### src/rtl/wb_bank_fabric_if.sv
// ----------------------------------------------------------------------------
// wb_bank_fabric_if
//   Signal bundle between the cpu, the bank fabric and its NSLAVES slaves.
//   master modport : the environment's view (cpu request side + slave replies)
//   slave modport  : the fabric's view (takes cpu requests, drives slaves)
//
//   m_adr_i/m_dat_i/m_sel_i/m_we_i/m_stb_i : cpu request
//   m_ack_o/m_err_o/m_dat_o                : cpu response
//   s_adr_o/s_dat_o/s_sel_o/s_we_o         : registered request, shared by slaves
//   s_stb_o                                : one-hot slave strobe
//   s_ack_i/s_dat_i                        : per-slave ack and read data
//   err_adr_o                              : address of last errored transfer
// ----------------------------------------------------------------------------
interface wb_bank_fabric_if #(
    parameter int NSLAVES = 4,
    parameter int DW      = 32
);
    logic [31:0]         m_adr_i;
    logic [DW-1:0]       m_dat_i;
    logic [DW/8-1:0]     m_sel_i;
    logic                m_we_i;
    logic                m_stb_i;
    logic                m_ack_o;
    logic                m_err_o;
    logic [DW-1:0]       m_dat_o;
    logic [31:0]         s_adr_o;
    logic [DW-1:0]       s_dat_o;
    logic [DW/8-1:0]     s_sel_o;
    logic                s_we_o;
    logic [NSLAVES-1:0]  s_stb_o;
    logic [NSLAVES-1:0]  s_ack_i;
    logic [NSLAVES*DW-1:0] s_dat_i;
    logic [31:0]         err_adr_o;

    modport master (
        output m_adr_i, m_dat_i, m_sel_i, m_we_i, m_stb_i, s_ack_i, s_dat_i,
        input  m_ack_o, m_err_o, m_dat_o, s_adr_o, s_dat_o, s_sel_o, s_we_o,
               s_stb_o, err_adr_o
    );

    modport slave (
        input  m_adr_i, m_dat_i, m_sel_i, m_we_i, m_stb_i, s_ack_i, s_dat_i,
        output m_ack_o, m_err_o, m_dat_o, s_adr_o, s_dat_o, s_sel_o, s_we_o,
               s_stb_o, err_adr_o
    );
endinterface

### src/rtl/wb_bank_fabric.sv
// ----------------------------------------------------------------------------
// wb_bank_fabric
//   Single-master bus fabric. Decodes bank = adr[31:24] against BANK_BASE,
//   registers the request, strobes exactly one slave and returns its ack/data
//   to the cpu. Unmapped banks and slaves that do not ack within TIMEOUT
//   strobe cycles are answered with an error pulse.
//
//   clk   : system clock
//   rst_i : asynchronous reset, active-high
//   bus   : wb_bank_fabric_if.slave (cpu request/response, slave strobes,
//           per-slave ack/data, err_adr_o)
// ----------------------------------------------------------------------------
module wb_bank_fabric #(
    parameter int                   NSLAVES   = 4,
    parameter logic [NSLAVES*8-1:0] BANK_BASE = {8'h03, 8'h02, 8'h01, 8'h00},
    parameter int                   TIMEOUT   = 15,
    parameter int                   DW        = 32
) (
    input  logic            clk,
    input  logic            rst_i,
    wb_bank_fabric_if.slave bus
);

    localparam int IW = (NSLAVES > 1) ? $clog2(NSLAVES) : 1;
    localparam int CW = (TIMEOUT > 1) ? $clog2(TIMEOUT + 1) : 1;
    // Counter value seen in the last strobe cycle a slave is allowed
    localparam logic [CW-1:0] CNT_LAST = (TIMEOUT > 0) ? CW'(TIMEOUT - 1) : '0;

    typedef enum logic [1:0] {
        ST_IDLE,
        ST_ACTIVE,
        ST_RESP
    } state_t;

    state_t            r_state;
    state_t            w_next;
    logic [IW-1:0]     r_idx;
    logic [CW-1:0]     r_cnt;
    logic              r_err;
    logic [31:0]       r_adr;
    logic [DW-1:0]     r_wdat;
    logic [DW/8-1:0]   r_sel;
    logic              r_we;
    logic [DW-1:0]     r_mdat;
    logic [31:0]       r_erradr;

    logic              w_hit;
    logic [IW-1:0]     w_hit_idx;
    logic              w_sel_ack;
    logic [DW-1:0]     w_sel_dat;
    logic [NSLAVES-1:0] w_stb;
    logic              w_start;
    logic              w_unmapped;
    logic              w_ack_done;
    logic              w_tmo;

    // Bank decode; scanning downwards lets the lowest matching index win
    always_comb begin
        w_hit     = 1'b0;
        w_hit_idx = '0;
        for (int i = NSLAVES - 1; i >= 0; i--) begin
            if (BANK_BASE[i*8 +: 8] == bus.m_adr_i[31:24]) begin
                w_hit     = 1'b1;
                w_hit_idx = IW'(i);
            end
        end
    end

    // Selected-slave mux; acks from other slaves never reach the FSM
    always_comb begin
        w_sel_ack = 1'b0;
        w_sel_dat = '0;
        w_stb     = '0;
        for (int i = 0; i < NSLAVES; i++) begin
            if (r_idx == IW'(i)) begin
                w_sel_ack = bus.s_ack_i[i];
                w_sel_dat = bus.s_dat_i[i*DW +: DW];
                w_stb[i]  = (r_state == ST_ACTIVE);
            end
        end
    end

    always_ff @(posedge clk or posedge rst_i) begin
        if (rst_i) begin
            r_state <= ST_IDLE;
        end else begin
            r_state <= w_next;
        end
    end

    always_comb begin
        w_next     = r_state;
        w_start    = 1'b0;
        w_unmapped = 1'b0;
        w_ack_done = 1'b0;
        w_tmo      = 1'b0;
        case (r_state)
            ST_IDLE: begin
                if (bus.m_stb_i) begin
                    if (w_hit) begin
                        w_start = 1'b1;
                        w_next  = ST_ACTIVE;
                    end else begin
                        w_unmapped = 1'b1;
                        w_next     = ST_RESP;
                    end
                end
            end
            ST_ACTIVE: begin
                // Ack is checked first so an ack in the last allowed cycle wins
                if (w_sel_ack) begin
                    w_ack_done = 1'b1;
                    w_next     = ST_RESP;
                end else if ((TIMEOUT > 0) && (r_cnt == CNT_LAST)) begin
                    w_tmo  = 1'b1;
                    w_next = ST_RESP;
                end
            end
            ST_RESP: begin
                w_next = ST_IDLE;
            end
            default: begin
                w_next = ST_IDLE;
            end
        endcase
    end

    always_ff @(posedge clk or posedge rst_i) begin
        if (rst_i) begin
            r_idx    <= '0;
            r_cnt    <= '0;
            r_err    <= 1'b0;
            r_adr    <= '0;
            r_wdat   <= '0;
            r_sel    <= '0;
            r_we     <= 1'b0;
            r_mdat   <= '0;
            r_erradr <= '0;
        end else begin
            // Request is captured only in IDLE; later m_* changes are ignored
            if (w_start || w_unmapped) begin
                r_adr  <= bus.m_adr_i;
                r_wdat <= bus.m_dat_i;
                r_sel  <= bus.m_sel_i;
                r_we   <= bus.m_we_i;
            end

            if (w_start) begin
                r_idx <= w_hit_idx;
                r_cnt <= '0;
            end else if ((r_state == ST_ACTIVE) && (TIMEOUT > 0)) begin
                r_cnt <= r_cnt + 1'b1;
            end

            if (w_unmapped) begin
                r_err    <= 1'b1;
                r_mdat   <= '0;
                r_erradr <= bus.m_adr_i;
            end else if (w_tmo) begin
                r_err    <= 1'b1;
                r_mdat   <= '0;
                r_erradr <= r_adr;
            end else if (w_ack_done) begin
                r_err <= 1'b0;
                // Writes leave the last read data in place
                if (!r_we) begin
                    r_mdat <= w_sel_dat;
                end
            end
        end
    end

    // Response pulses are decoded from state so reset clears them immediately
    assign bus.m_ack_o   = (r_state == ST_RESP) && !r_err;
    assign bus.m_err_o   = (r_state == ST_RESP) && r_err;
    assign bus.m_dat_o   = r_mdat;
    assign bus.s_adr_o   = r_adr;
    assign bus.s_dat_o   = r_wdat;
    assign bus.s_sel_o   = r_sel;
    assign bus.s_we_o    = r_we;
    assign bus.s_stb_o   = w_stb;
    assign bus.err_adr_o = r_erradr;

endmodule

### src/flat_wrapper.sv
// flat-port wrapper written by rule: the top's interface ports become plain ports
module wb_bank_fabric_flat 
#(
    parameter int                   NSLAVES   = 4,
    parameter logic [NSLAVES*8-1:0] BANK_BASE = {8'h03, 8'h02, 8'h01, 8'h00},
    parameter int                   TIMEOUT   = 15,
    parameter int                   DW        = 32
)
  (clk, rst_i, bus_m_adr_i, bus_m_dat_i, bus_m_sel_i, bus_m_we_i, bus_m_stb_i, bus_s_ack_i, bus_s_dat_i, bus_m_ack_o, bus_m_err_o, bus_m_dat_o, bus_s_adr_o, bus_s_dat_o, bus_s_sel_o, bus_s_we_o, bus_s_stb_o, bus_err_adr_o);
  wb_bank_fabric_if #(.NSLAVES(NSLAVES), .DW(DW)) bus_i ();
  input  logic clk;
  input  logic rst_i;
  input wire logic [$bits(bus_i.m_adr_i)-1:0] bus_m_adr_i;
  input wire logic [$bits(bus_i.m_dat_i)-1:0] bus_m_dat_i;
  input wire logic [$bits(bus_i.m_sel_i)-1:0] bus_m_sel_i;
  input wire logic [$bits(bus_i.m_we_i)-1:0] bus_m_we_i;
  input wire logic [$bits(bus_i.m_stb_i)-1:0] bus_m_stb_i;
  input wire logic [$bits(bus_i.s_ack_i)-1:0] bus_s_ack_i;
  input wire logic [$bits(bus_i.s_dat_i)-1:0] bus_s_dat_i;
  output wire logic [$bits(bus_i.m_ack_o)-1:0] bus_m_ack_o;
  output wire logic [$bits(bus_i.m_err_o)-1:0] bus_m_err_o;
  output wire logic [$bits(bus_i.m_dat_o)-1:0] bus_m_dat_o;
  output wire logic [$bits(bus_i.s_adr_o)-1:0] bus_s_adr_o;
  output wire logic [$bits(bus_i.s_dat_o)-1:0] bus_s_dat_o;
  output wire logic [$bits(bus_i.s_sel_o)-1:0] bus_s_sel_o;
  output wire logic [$bits(bus_i.s_we_o)-1:0] bus_s_we_o;
  output wire logic [$bits(bus_i.s_stb_o)-1:0] bus_s_stb_o;
  output wire logic [$bits(bus_i.err_adr_o)-1:0] bus_err_adr_o;
  assign bus_i.m_adr_i = bus_m_adr_i;
  assign bus_i.m_dat_i = bus_m_dat_i;
  assign bus_i.m_sel_i = bus_m_sel_i;
  assign bus_i.m_we_i = bus_m_we_i;
  assign bus_i.m_stb_i = bus_m_stb_i;
  assign bus_i.s_ack_i = bus_s_ack_i;
  assign bus_i.s_dat_i = bus_s_dat_i;
  assign bus_m_ack_o = bus_i.m_ack_o;
  assign bus_m_err_o = bus_i.m_err_o;
  assign bus_m_dat_o = bus_i.m_dat_o;
  assign bus_s_adr_o = bus_i.s_adr_o;
  assign bus_s_dat_o = bus_i.s_dat_o;
  assign bus_s_sel_o = bus_i.s_sel_o;
  assign bus_s_we_o = bus_i.s_we_o;
  assign bus_s_stb_o = bus_i.s_stb_o;
  assign bus_err_adr_o = bus_i.err_adr_o;
  wb_bank_fabric #(.NSLAVES(NSLAVES), .BANK_BASE(BANK_BASE), .TIMEOUT(TIMEOUT), .DW(DW)) u_core (.clk(clk), .rst_i(rst_i), .bus(bus_i));
endmodule
### config.mk
export PLATFORM = sky130hd
export DESIGN_NAME = wb_bank_fabric_flat
export DESIGN_NICKNAME = d
export VERILOG_FILES = /design/src/rtl/wb_bank_fabric_if.sv /design/src/rtl/wb_bank_fabric.sv /design/src/flat_wrapper.sv
export SDC_FILE = /design/constraint.sdc
export NUM_CORES = 1
export LEC_CHECK = 0
export CAP_MARGIN = 20
export CORE_ASPECT_RATIO = 1.5
export CORE_MARGIN = 2
export CORE_UTILIZATION = 41
export DETAILED_ROUTE_END_ITERATION = 12
export PLACE_DENSITY = 0.91
export SLEW_MARGIN = 30
export SYNTH_ARGS = -nofsm -noshare
export SYNTH_HDL_FRONTEND = slang
export SYNTH_SLANG_ARGS = --single-unit
### constraint.sdc
create_clock -name clk -period 5.58 [get_ports clk]
set_input_delay 1.395 -clock clk [delete_from_list [all_inputs] [get_ports clk]]
set_output_delay 1.395 -clock clk [all_outputs]
set_load 0.1 [all_outputs]
# Yosys cells after proc, flatten, opt, wreduce, memory -nomap -nowiden
# Index checks and enable logic that the tools add are counted.
word_totals:
  reg_bits: 142
  inputBits: 204
  output_inout_bits: 139
  wordCells: 82
op_classes:
  add_sub_neg: 1
  eq_ne: 12
  n_mux: 47
  reduce_logical: 12
ops:
  columns: ["cell", "n"]
  rows:
  - ["$mux 32", 10]
  - ["$mux 1", 26]
  - ["$eq 2x8->1 const A", 2]
  - ["$mux 2", 8]
  - ["$eq 1x8->1 const A", 1]
  - ["$logic_not 8->1", 1]
  - ["$mux 4", 2]
  - ["$eq 2x2->1 const B", 3]
  - ["$add 4x1->4 const B", 1]
  - ["$eq 2x1->1 const B", 2]
  - ["$eq 4x4->1 const B", 1]
  - ["$logic_not 2->1", 2]
  - ["$pmux 2 s2", 1]
  - ["$reduce_and 2->1", 2]
  - ["$reduce_bool 2->1", 2]
  - ["$ne 3x2->1 const B", 1]
  - ["$ne 3x3->1 const B", 1]
  - ["$reduce_bool 3->1", 1]
  - ["$logic_and 1x1->1", 2]
  - ["$ne 2x2->1 const B", 1]
  - ["$logic_not 1->1", 1]
  - ["$logic_or 1x1->1", 1]

# Longest topological paths before layout
# Gate-level depths: netlist of run 1.
depth:
  word_depth: 10
  ltp_mapped: 7

# Worst setup path before layout of run 1
# OpenSTA, ideal clock, no wires.
synth_timing:
  kind: "register -> output"
  from: "register u_core.r_state[1]"
  to: "output port bus_s_stb_o[0]"
  t_arrival_ns: 3.179
  required_time_ns: 4.185
  path_slack_ns: 1.006
  path_stages_with_launch: 7
  path_buffers: 4
  path_cell_list: "dfrtp_1 clkbuf_1 nand2b_1 clkbuf_1 clkbuf_1 clkbuf_1 nor3_1"
synth_via:
  elab_chain_len: 2
synth_lines:
  columns: ["item", "line", "rtl"]
  rows:
  - ["from (decl)", "wb_bank_fabric.sv:35", "state_t r_state;"]
  - ["from (signal assigned)", "wb_bank_fabric.sv:87", "r_state <= w_next;"]
  - ["$eq 2x1->1", "wb_bank_fabric.sv:78", "w_stb[i] = (r_state == ST_ACTIVE);"]
  - ["$mux 1", "wb_bank_fabric.sv:75", "if (r_idx == IW'(i)) begin"]
  - ["to (decl)", "flat_wrapper.sv:27", "output wire logic [$bits(bus_i.s_stb_o)-1:0] bus_s_stb_o;"]
# No other way between the ends.

# Final worst setup path of run 1
layout_timing:
  from: "register u_core.r_state[0]"
  to: "output port bus_s_stb_o[3]"
# The elaborated chain is that of the path after synthesis.

==> impl_results.md, run 1 <==
* Routed wire length at 24100 um
* Avg Cell Area, Syn at 10.3 um2
* Final hold violation count at 0
* TritonRoute pass-1 iters at 5
* Worst-path cell chain: nor2b_1 -> and3_1 -> clkdlybuf4s50_1
* Initial Util at 0.414
* Antenna violations before repair at 1
* CP Max Fanout at 8
* Post-synth top area share at 0.499
* DP Wirelength at 17100 um
* DRC at 0
* Die Wd at 112 um
* Vias in the first global route at 7245
* Cells after synthesis at 693
* Hold_buf cts at 0
* Worst Path Arrival at 2820 ps
* Setup WS post-layout at 1370 ps
* Setup-failing EPs final at 0
* Yosys cell types at 45
* Share of layout cells above drive strength 1 at 0.0958
* Core area at 0.0172 mm2
* Syn Nets at 899
* RSZ-0062 raised after global routing: false
* Max-Cap Viols at 0
* Via Count at 6800
* Worst vdd ir at 278 uV
* Status: complete, no violations
* CTS resizes at 0
* Worst hold slack at 473 ps
* Main area contributors after synthesis: dfrtp_1 (50%), nand2_1 (11%), mux4_2 (10%)
* Max Slew Vio Count at 0
* DIE HEIGHT at 165 um
* Mapped Area at 0.00712 mm2
* Number of synthesized flops with an enable pin at 0
* Buffers & Inverters on Critical Path at 1
* Placed insts at 1193
* Most used DFF post-synth: dfrtp_1
* Critical path's largest stage delay at 1130 ps
* Fin util at 0.658
* Register area share after synthesis at 0.499
* Largest net degree at the start of global routing at 99
* DRT antenna net count at 0
* Vias/cell at 5.55
* Setup Buffers After CTS at 0
* Num CTS Buffers at 17
* Power Density at 352 mW/mm2
* Root Driver: clkbuf_16
* Period utilization at 0.755
* Cell Area, Placed at 0.0107 mm2
* Clock Latency Late Sink at 410 ps
* Crit path launch type: flip-flop
* CP endpoint kind: output port
* Area leader, netlist: dfrtp_1
* Layout Skew at 11.8 ps
* Clock buffer depth at 2
* I/O pins at 343
* #FFs+latches synth at 142
* Area grow syn2layout at 58.9%
* Pwr Total at 3.99 mW
* Slew headroom at 0.304
* # diodes at 0
* Yosys warnings at 0
* Port Buffers at 342
* Die area at 0.0185 mm2
* Tot GR Track Use at 0.257
* Fmax at 237 MHz
* First-pass GRT wire length at 37600 um
* Asr flop ratio synth at 1.00
* Post-layout instance area at 0.0113 mm2
* Drt initial violations at 553
* Setup TNS Final at 0 ps
* CTS H-tree lvls at 4
* Min Tclk post-route at 4210 ps
* Leakage at 4.84 nW
* Num rows at 59
* GR Overflow Total at 0
* Crit path max-delay cell type: clkdlybuf4s50_1
* TritonCTS clock tree: built
* Worst Hold Class: reg -> reg
* Post-place setup slack at 1580 ps
* Actual slew at the worst max-slew pin at 1040 ps
* Setup CP Type: reg -> out
* Critical Path RT at 4180 ps
* Non-filler cells, final at 1225
* Reg clk slew, reported paths at 60 ps
* Final RePlAce weighted congestion at 0.788
* WL per Instance at 19.7 um
* Layout net count at 1206
* Delay-heaviest family, CP: buffers and inverters
* # clock sinks at 142
## cell families after synthesis
logic type,synth area share
buffers and inverters,0.0622
AO/OA/AOI/OAI,0.133
adder cells (fa/ha/maj),0.00351
flip-flops,0.499
XOR/XNOR,0.00246
AND/OR/NAND/NOR,0.192
multiplexers,0.108
## synthesized netlist by cell type, types with 2 or more instances
cell type and instances:
a311oi_1 2, nor4_1 3, buf_2 6, clkbuf_1 58
ha_1 2, nor4b_1 25, o41ai_1 32, o21ai_0 6
nor2b_1 2, nor3_2 2, inv_1 44, buf_1 2
nand2_1 203, o211a_1 25, mux4_2 33, nor2_1 5
nand2b_1 2, o311ai_0 4, a21o_1 2, or4_1 5
dfrtp_1 142, a211oi_1 3, mux2_2 2, buf_6 2
a311o_1 25, a21oi_1 2, nand3_1 34, nor3b_1 2
or3_1 2
## worst register-to-register path, delay by kind of cell, from the launching register on
family / cells / cell delay, ps
multiplexers: 1 / 850
AND/OR/NAND/NOR: 1 / 850
buffers and inverters: 1 / 540
AO/OA/AOI/OAI: 1 / 420
flip-flops: 1 / 370
## registers in the layout, summed over array words and instances (netlist names)
signal                cells
u_core.bus.s_adr_o       32
u_core.bus.err_adr_o     32
u_core.r_err              1
u_core.bus.s_sel_o        4
u_core.r_idx              2
u_core.bus.s_we_o         1
u_core.bus.s_dat_o       32
u_core.r_cnt              4
u_core.bus.m_dat_o       32
u_core.r_state            2
## metal layers
| metal | share of wire | GRT usage | up-vias | routed length (um) |
|---|---|---|---|---|
| met5 | 0.00050 | 0 | - | 12 |
| met2 | 0.54 | 0.467 | 342 | 13000 |
| li1 | - | - | 3085 | - |
| met4 | 0.020 | 0.0870 | 2 | 490 |
| met1 | 0.36 | 0.292 | 3333 | 8670 |
| met3 | 0.079 | 0.0730 | 38 | 1910 |
## power by group
group / total, mW / switching [mW] / internal [mW]
registers: 1.24 / 0.0915 / 1.15
clock network: 1.16 / 0.457 / 0.704
logic: 1.58 / 1.13 / 0.457
total: 3.99 / 1.68 / 2.31
## layout make-up
cell class	instances	area, um2
Clock buffer	18	429
Clock inverter	13	166
Fill cell	1295	5880
Inverter	44	170
Multi-Input combinational cell	439	3170
Sequential cell	142	3550
Tap cell	213	267
Timing Repair Buffer	356	3560
## worst paths after layout
| check | start | to | slack, ps | cells past startpoint |
|---|---|---|---|---|
| setup / recovery | u_core.r_state[0] | bus_s_stb_o[3] | 1370 | 3 |
| hold / removal | u_core.bus.s_dat_o[24] | u_core.bus.s_dat_o[24] | 470 | 2 |
| setup reg to reg | u_core.r_idx[0] | u_core.bus.err_adr_o[14] | 2420 | 4 |
| hold reg to reg | u_core.bus.s_dat_o[24] | u_core.bus.s_dat_o[24] | 470 | 2 |
| max in group asynchronous | rst_i | u_core.bus.err_adr_o[22] | 3320 | 3 |
| min in group asynchronous | rst_i | u_core.bus.s_adr_o[26] | 1400 | 2 |
## cell usage in the layout, fill, tap and decap left out, types with 4 or more instances in the layout
master and n:
or4_1 5, a311o_1 25, o41ai_1 32, dfrtp_1 141
o211a_1 25, inv_1 43, o21ai_0 6, nor4b_1 25
clkdlybuf4s50_1 339, nor2_1 5, mux4_2 33, nand2_1 203
nand3_1 33, clkbuf_16 17, buf_4 11, o311ai_0 4
No activity file was read; power rests on OpenSTA's default activity.
==> run 2: changes to the inputs <==
==> constraint.sdc (replaced) <==
create_clock -name clk -period 4 [get_ports clk]
set_input_delay 1 -clock clk [delete_from_list [all_inputs] [get_ports clk]]
set_output_delay 1 -clock clk [all_outputs]
set_load 0.1 [all_outputs]
==> run 2 against run 1 <==
Count of clock-buffer cells in the layout fell by 1. Design area fell by 0.16%. Register-to-register slack got worse by 1000 ps. Critical path depth fell by 2. Combinational power rose by 39%. Sequential power rose by 40%. Critical endpoint is now bus_s_adr_o[28]. Largest power group unchanged.
==> impl_results.md, run 2 (synthesis gave the netlist of run 1 again) <==
* Status: complete, no violations
* DRT antenna net count at 0
* Num CTS Buffers at 17
* TritonCTS clock tree: built
* Port Buffers at 342
* DIE HEIGHT at 165 um
* Actual slew at the worst max-slew pin at 1040 ps
* Antenna violations before repair at 0
* DP Wirelength at 17100 um
* Fmax at 334 MHz
* Max Slew Vio Count at 0
* Num rows at 59
* Setup CP Type: reg -> out
* Post-place setup slack at 625 ps
* Share of layout cells above drive strength 1 at 0.106
* Hold_buf cts at 0
* Setup Buffers After CTS at 0
* Worst Path Arrival at 2000 ps
* Core area at 0.0172 mm2
* Area grow syn2layout at 58.7%
* First-pass GRT wire length at 37000 um
* Min Tclk post-route at 3000 ps
* Largest net degree at the start of global routing at 143
* Commonest non-fill, non-tap cell in the layout: clkdlybuf4s50_1
* Worst vdd ir at 406 uV
* Final RePlAce weighted congestion at 0.786
* Slew headroom at 0.305
* Routed wire length at 24000 um
* Buffers & Inverters on Critical Path at 1
* Crit path launch type: flip-flop
* Layout net count at 1207
* Power Density at 493 mW/mm2
* Setup WS post-layout at 1000 ps
* CTS H-tree lvls at 4
* Vias in the first global route at 7113
* DRC at 0
* Critical path's largest stage delay at 1190 ps
* Final hold violation count at 0
* Worst Hold Class: reg -> reg
* GR Overflow Total at 0
* Clock buffer depth at 2
* Root Driver: clkbuf_16
* # diodes at 0
* Initial Util at 0.414
* WL per Instance at 19.5 um
* Via Count at 6787
* Layout Skew at 14.9 ps
* Critical Path RT at 3000 ps
* Die area at 0.0185 mm2
* Max-Cap Viols at 0
* Setup-failing EPs final at 0
* Tot GR Track Use at 0.253
* Leakage at 4.87 nW
* TritonRoute pass-1 iters at 5
* Reg clk slew, reported paths at 60 ps
* Crit path max-delay cell type: clkdlybuf4s50_1
* Setup TNS Final at 0 ps
* CP Max Fanout at 3
* Clock Latency Late Sink at 410 ps
* I/O pins at 343
* Period utilization at 0.749
* CP endpoint kind: output port
* Drt initial violations at 432
* CTS resizes at 0
* Vias/cell at 5.53
* RSZ-0062 raised after global routing: false
* Commonest cells after routing, fill and taps aside: clkdlybuf4s50_1 (333), nand2_1 (203), dfrtp_1 (141), inv_1 (43)
* Worst-path cell chain: clkdlybuf4s50_1
* # clock sinks at 142
* Delay-heaviest family, CP: buffers and inverters
* Die Wd at 112 um
==> run 2: cell types whose count changed in the layout (fill, tap and decap cells not counted), moves of 2 or more <==
cell,change
buf_4,+8
clkdlybuf4s50_1,-6
clkinvlp_4,-2
inv_6,+2
==> run 2: area by class of cell <==
cell class / instances / area [um2]
timing repair buffer: 357 / 3530
clock buffer: 17 / 425
multi-input combinational: 439 / 3170
tap: 213 / 267
clock inverter: 15 / 184
inverter: 44 / 169
fill: 1326 / 5900
sequential: 142 / 3550
==> run 2: worst paths after layout <==
| kind | startpoint | endpoint | slack [ps] | cells past startpoint |
|---|---|---|---|---|
| max | u_core.bus.s_adr_o[28] | bus_s_adr_o[28] | 1000 | 1 |
| min reg2reg | u_core.bus.s_dat_o[17] | u_core.bus.s_dat_o[17] | 470 | 2 |
| max reg2reg | u_core.r_state[1] | u_core.bus.err_adr_o[3] | 1410 | 4 |
| min | u_core.bus.s_dat_o[17] | u_core.bus.s_dat_o[17] | 470 | 2 |
| max in group asynchronous | rst_i | u_core.r_idx[0] | 2200 | 3 |
| min in group asynchronous | rst_i | u_core.bus.s_dat_o[16] | 1160 | 3 |
==> run 2: through the flow <==
stage	util	hold WS, ps	cells	power (mW)	cell area (um2)
final	0.657	470	1227	5.57	11300
after global routing	0.657	497	1227	5.76	11300
after CTS	0.657	477	1227	5.61	11300
after detailed placement	0.622	462	1195	3.96	10700
after global placement	0.622	457	1195	3.93	10700
after floorplan	-	523	693	3.26	7130
==> run 2: metal layers <==
metal	vias to the layer above	global-route usage	wire length, um
li1	3092	-	-
met1	3376	0.282	8780
met2	292	0.470	12900
met3	27	0.0679	1800
met4	0	0.0774	454
met5	-	0	0
==> run 2: power by group <==
| part | leakage [nW] | internal (mW) | switching (mW) |
|---|---|---|---|
| sequential | 1.79 | 1.60 | 0.126 |
| combinational | 2.78 | 0.636 | 1.56 |
| clock | 0.303 | 0.993 | 0.648 |
| total | 4.87 | 3.23 | 2.34 |
==> run 3: changes to the inputs <==
--- a/config.mk
+++ b/config.mk
@@ -8,9 +8,9 @@
 export CAP_MARGIN = 20
 export CORE_ASPECT_RATIO = 1.5
 export CORE_MARGIN = 2
-export CORE_UTILIZATION = 41
+export CORE_UTILIZATION = 37
 export DETAILED_ROUTE_END_ITERATION = 12
-export PLACE_DENSITY = 0.91
+export PLACE_DENSITY = 0.87
 export SLEW_MARGIN = 30
 export SYNTH_ARGS = -nofsm -noshare
 export SYNTH_HDL_FRONTEND = slang
==> constraint.sdc (replaced) <==
create_clock -name clk -period 2.5 [get_ports clk]
set_input_delay 0.625 -clock clk [delete_from_list [all_inputs] [get_ports clk]]
set_output_delay 0.625 -clock clk [all_outputs]
set_load 0.1 [all_outputs]
==> run 3 against run 2 <==
Die area increased by 10%. Hold slack improved by 2.4 ps. Register-to-register slack got worse by 990 ps. Critical endpoint is now bus_s_stb_o[0]. Largest power group unchanged. Highest routed layer unchanged.
==> impl_results.md, run 3 (synthesis gave the netlist of run 1 again) <==
* Status: complete, no violations
* TritonCTS clock tree: built
* Area grow syn2layout at 61.3%
* Worst hold start: u_core.bus.s_dat_o[14]
* Port Buffers at 342
* Min Tclk post-route at 2370 ps
* Leakage at 5.25 nW
* Pwr Total at 9.16 mW
* Critical Path RT at 1880 ps
* Root Driver: clkbuf_16
* Period utilization at 0.949
* Initial Util at 0.375
* Cell Area, Placed at 0.0108 mm2
* CP endpoint kind: output port
* DP Wirelength at 18300 um
* # diodes at 0
* Die area at 0.0204 mm2
* WL per Instance at 19.5 um
* Antenna violations before repair at 1
* # clock sinks at 142
* Worst Hold Class: reg -> reg
* WL met3 at 2180 um
* Setup CP Type: reg -> out
* Hold EP: u_core.bus.s_dat_o[14]
* Final hold violation count at 0
* Power Density at 798 mW/mm2
* Vias/cell at 5.33
* First-pass GRT wire length at 38600 um
* Max-Cap Viols at 0
* Vias in the first global route at 7362
* Tot GR Track Use at 0.246
* Setup WS post-layout at 128 ps
* Worst Path Arrival at 1750 ps
* Worst vdd ir at 487 uV
* Commonest cells after routing, fill and taps aside: nand2_1 (203), clkdlybuf4s50_1 (203), buf_4 (161), dfrtp_1 (140), inv_1 (43)
* Max Slew Vio Count at 0
* Post-layout instance area at 0.0115 mm2
* Routed wire length at 25200 um
* R2r worst-path depth at 4
* R2r endpoint: u_core.bus.err_adr_o[27]
* Largest net degree at the start of global routing at 76
* Met2 wire length at 13300 um
* Setup Buffers After CTS at 0
* Layout Skew at 7.86 ps
* TritonRoute pass-1 iters at 4
* Final RePlAce weighted congestion at 0.799
* I/O pins at 343
* Register-to-register setup slack at 420 ps
* CP Max Fanout at 21
* Num CTS Buffers at 17
* M1 wire length at 8900 um
* Drt initial violations at 537
* RSZ-0062 raised after global routing: false
* DRC at 0
* DIE HEIGHT at 174 um
* Post-place setup slack at -298 ps
* Clock buffer depth at 2
* Core area at 0.0190 mm2
* CTS H-tree lvls at 4
* Via Count at 6888
* Layout net count at 1231
* Uppermost layer routed: met4
* GR Overflow Total at 0
* Share of layout cells above drive strength 1 at 0.254
* Setup-failing EPs final at 0
* Fmax at 422 MHz
* RR Startpoint: u_core.r_idx[0]
* Num rows at 62
* Die Wd at 117 um
* Actual slew at the worst max-slew pin at 516 ps
* Hold Path Stages at 2
* DRT antenna net count at 0
* Slew headroom at 0.655
* Crit path launch type: flip-flop
* Reg clk slew, reported paths at 60 ps
* Clock Latency Late Sink at 410 ps
-- run 3: cell types whose count changed in the layout (fill, tap and decap cells not counted), sizes merged --
| cell | delta |
|---|---|
| buf | +154 |
| clkinv | -5 |
| clkdlybuf4s50 | -130 |
| bufinv | +2 |
| clkbuf | +3 |
| inv | -1 |
-- run 3: critical path, cell delays in order (launching register included) --
cell and delay, ps:
dfrtp_2 420, buf_4 250, buf_6 240, nor3_4 220
buf_12 200
-- run 3: timing repair --
action	CTS	global route
hold buffers	0	0
endpoints found under the hold margin	0	0
resized for setup	1	0
setup endpoints to repair	1	0
-- run 3: layout make-up --
| type | instances | area, um2 |
|---|---|---|
| fill | 1508 | 7520 |
| timing repair buffer | 381 | 3580 |
| sequential | 142 | 3560 |
| multi-input combinational | 439 | 3190 |
| clock buffer | 20 | 467 |
| tap | 256 | 320 |
| clock inverter | 11 | 203 |
| inverter | 44 | 169 |
-- run 3: per-layer routing --
| metal | vias to the layer above | track usage |
|---|---|---|
| met5 | - | 0 |
| met4 | 0 | 0.109 |
| met3 | 51 | 0.0676 |
| met2 | 328 | 0.435 |
| met1 | 3366 | 0.268 |
| li1 | 3143 | - |
-- run 3: through the flow --
step / util / TNS (ps) / instances / hold slack (ps)
2_1_floorplan: - / -190 / 693 / 523
3_3_place_gp: 0.568 / -9550 / 1261 / 460
3_5_place_dp: 0.568 / -12940 / 1261 / 464
4_1_cts: 0.603 / 0 / 1292 / 480
5_1_grt: 0.604 / 0 / 1293 / 503
6_report: 0.604 / 0 / 1293 / 473
-- run 3: power by group --
part           leakage [nW]  internal [mW]  switching (mW)
clock network         0.328           1.86            1.01
logic                  3.13          0.990            2.54
registers              1.79           2.57           0.193
-- run 3: worst max-delay path by stage --
stage / startpoint / to / slack, ps / cells after the start
2_1_floorplan: u_core.r_idx[0] / bus_s_stb_o[1] / -130 / 4
3_3_place_gp: bus_m_stb_i / u_core.bus.err_adr_o[31] / -230 / 4
3_5_place_dp: bus_m_stb_i / u_core.bus.err_adr_o[26] / -300 / 4
4_1_cts: u_core.r_idx[0] / bus_s_stb_o[0] / 70 / 4
5_1_grt: u_core.r_state[0] / bus_s_stb_o[2] / 30 / 5
6_report: u_core.r_idx[0] / bus_s_stb_o[0] / 130 / 4
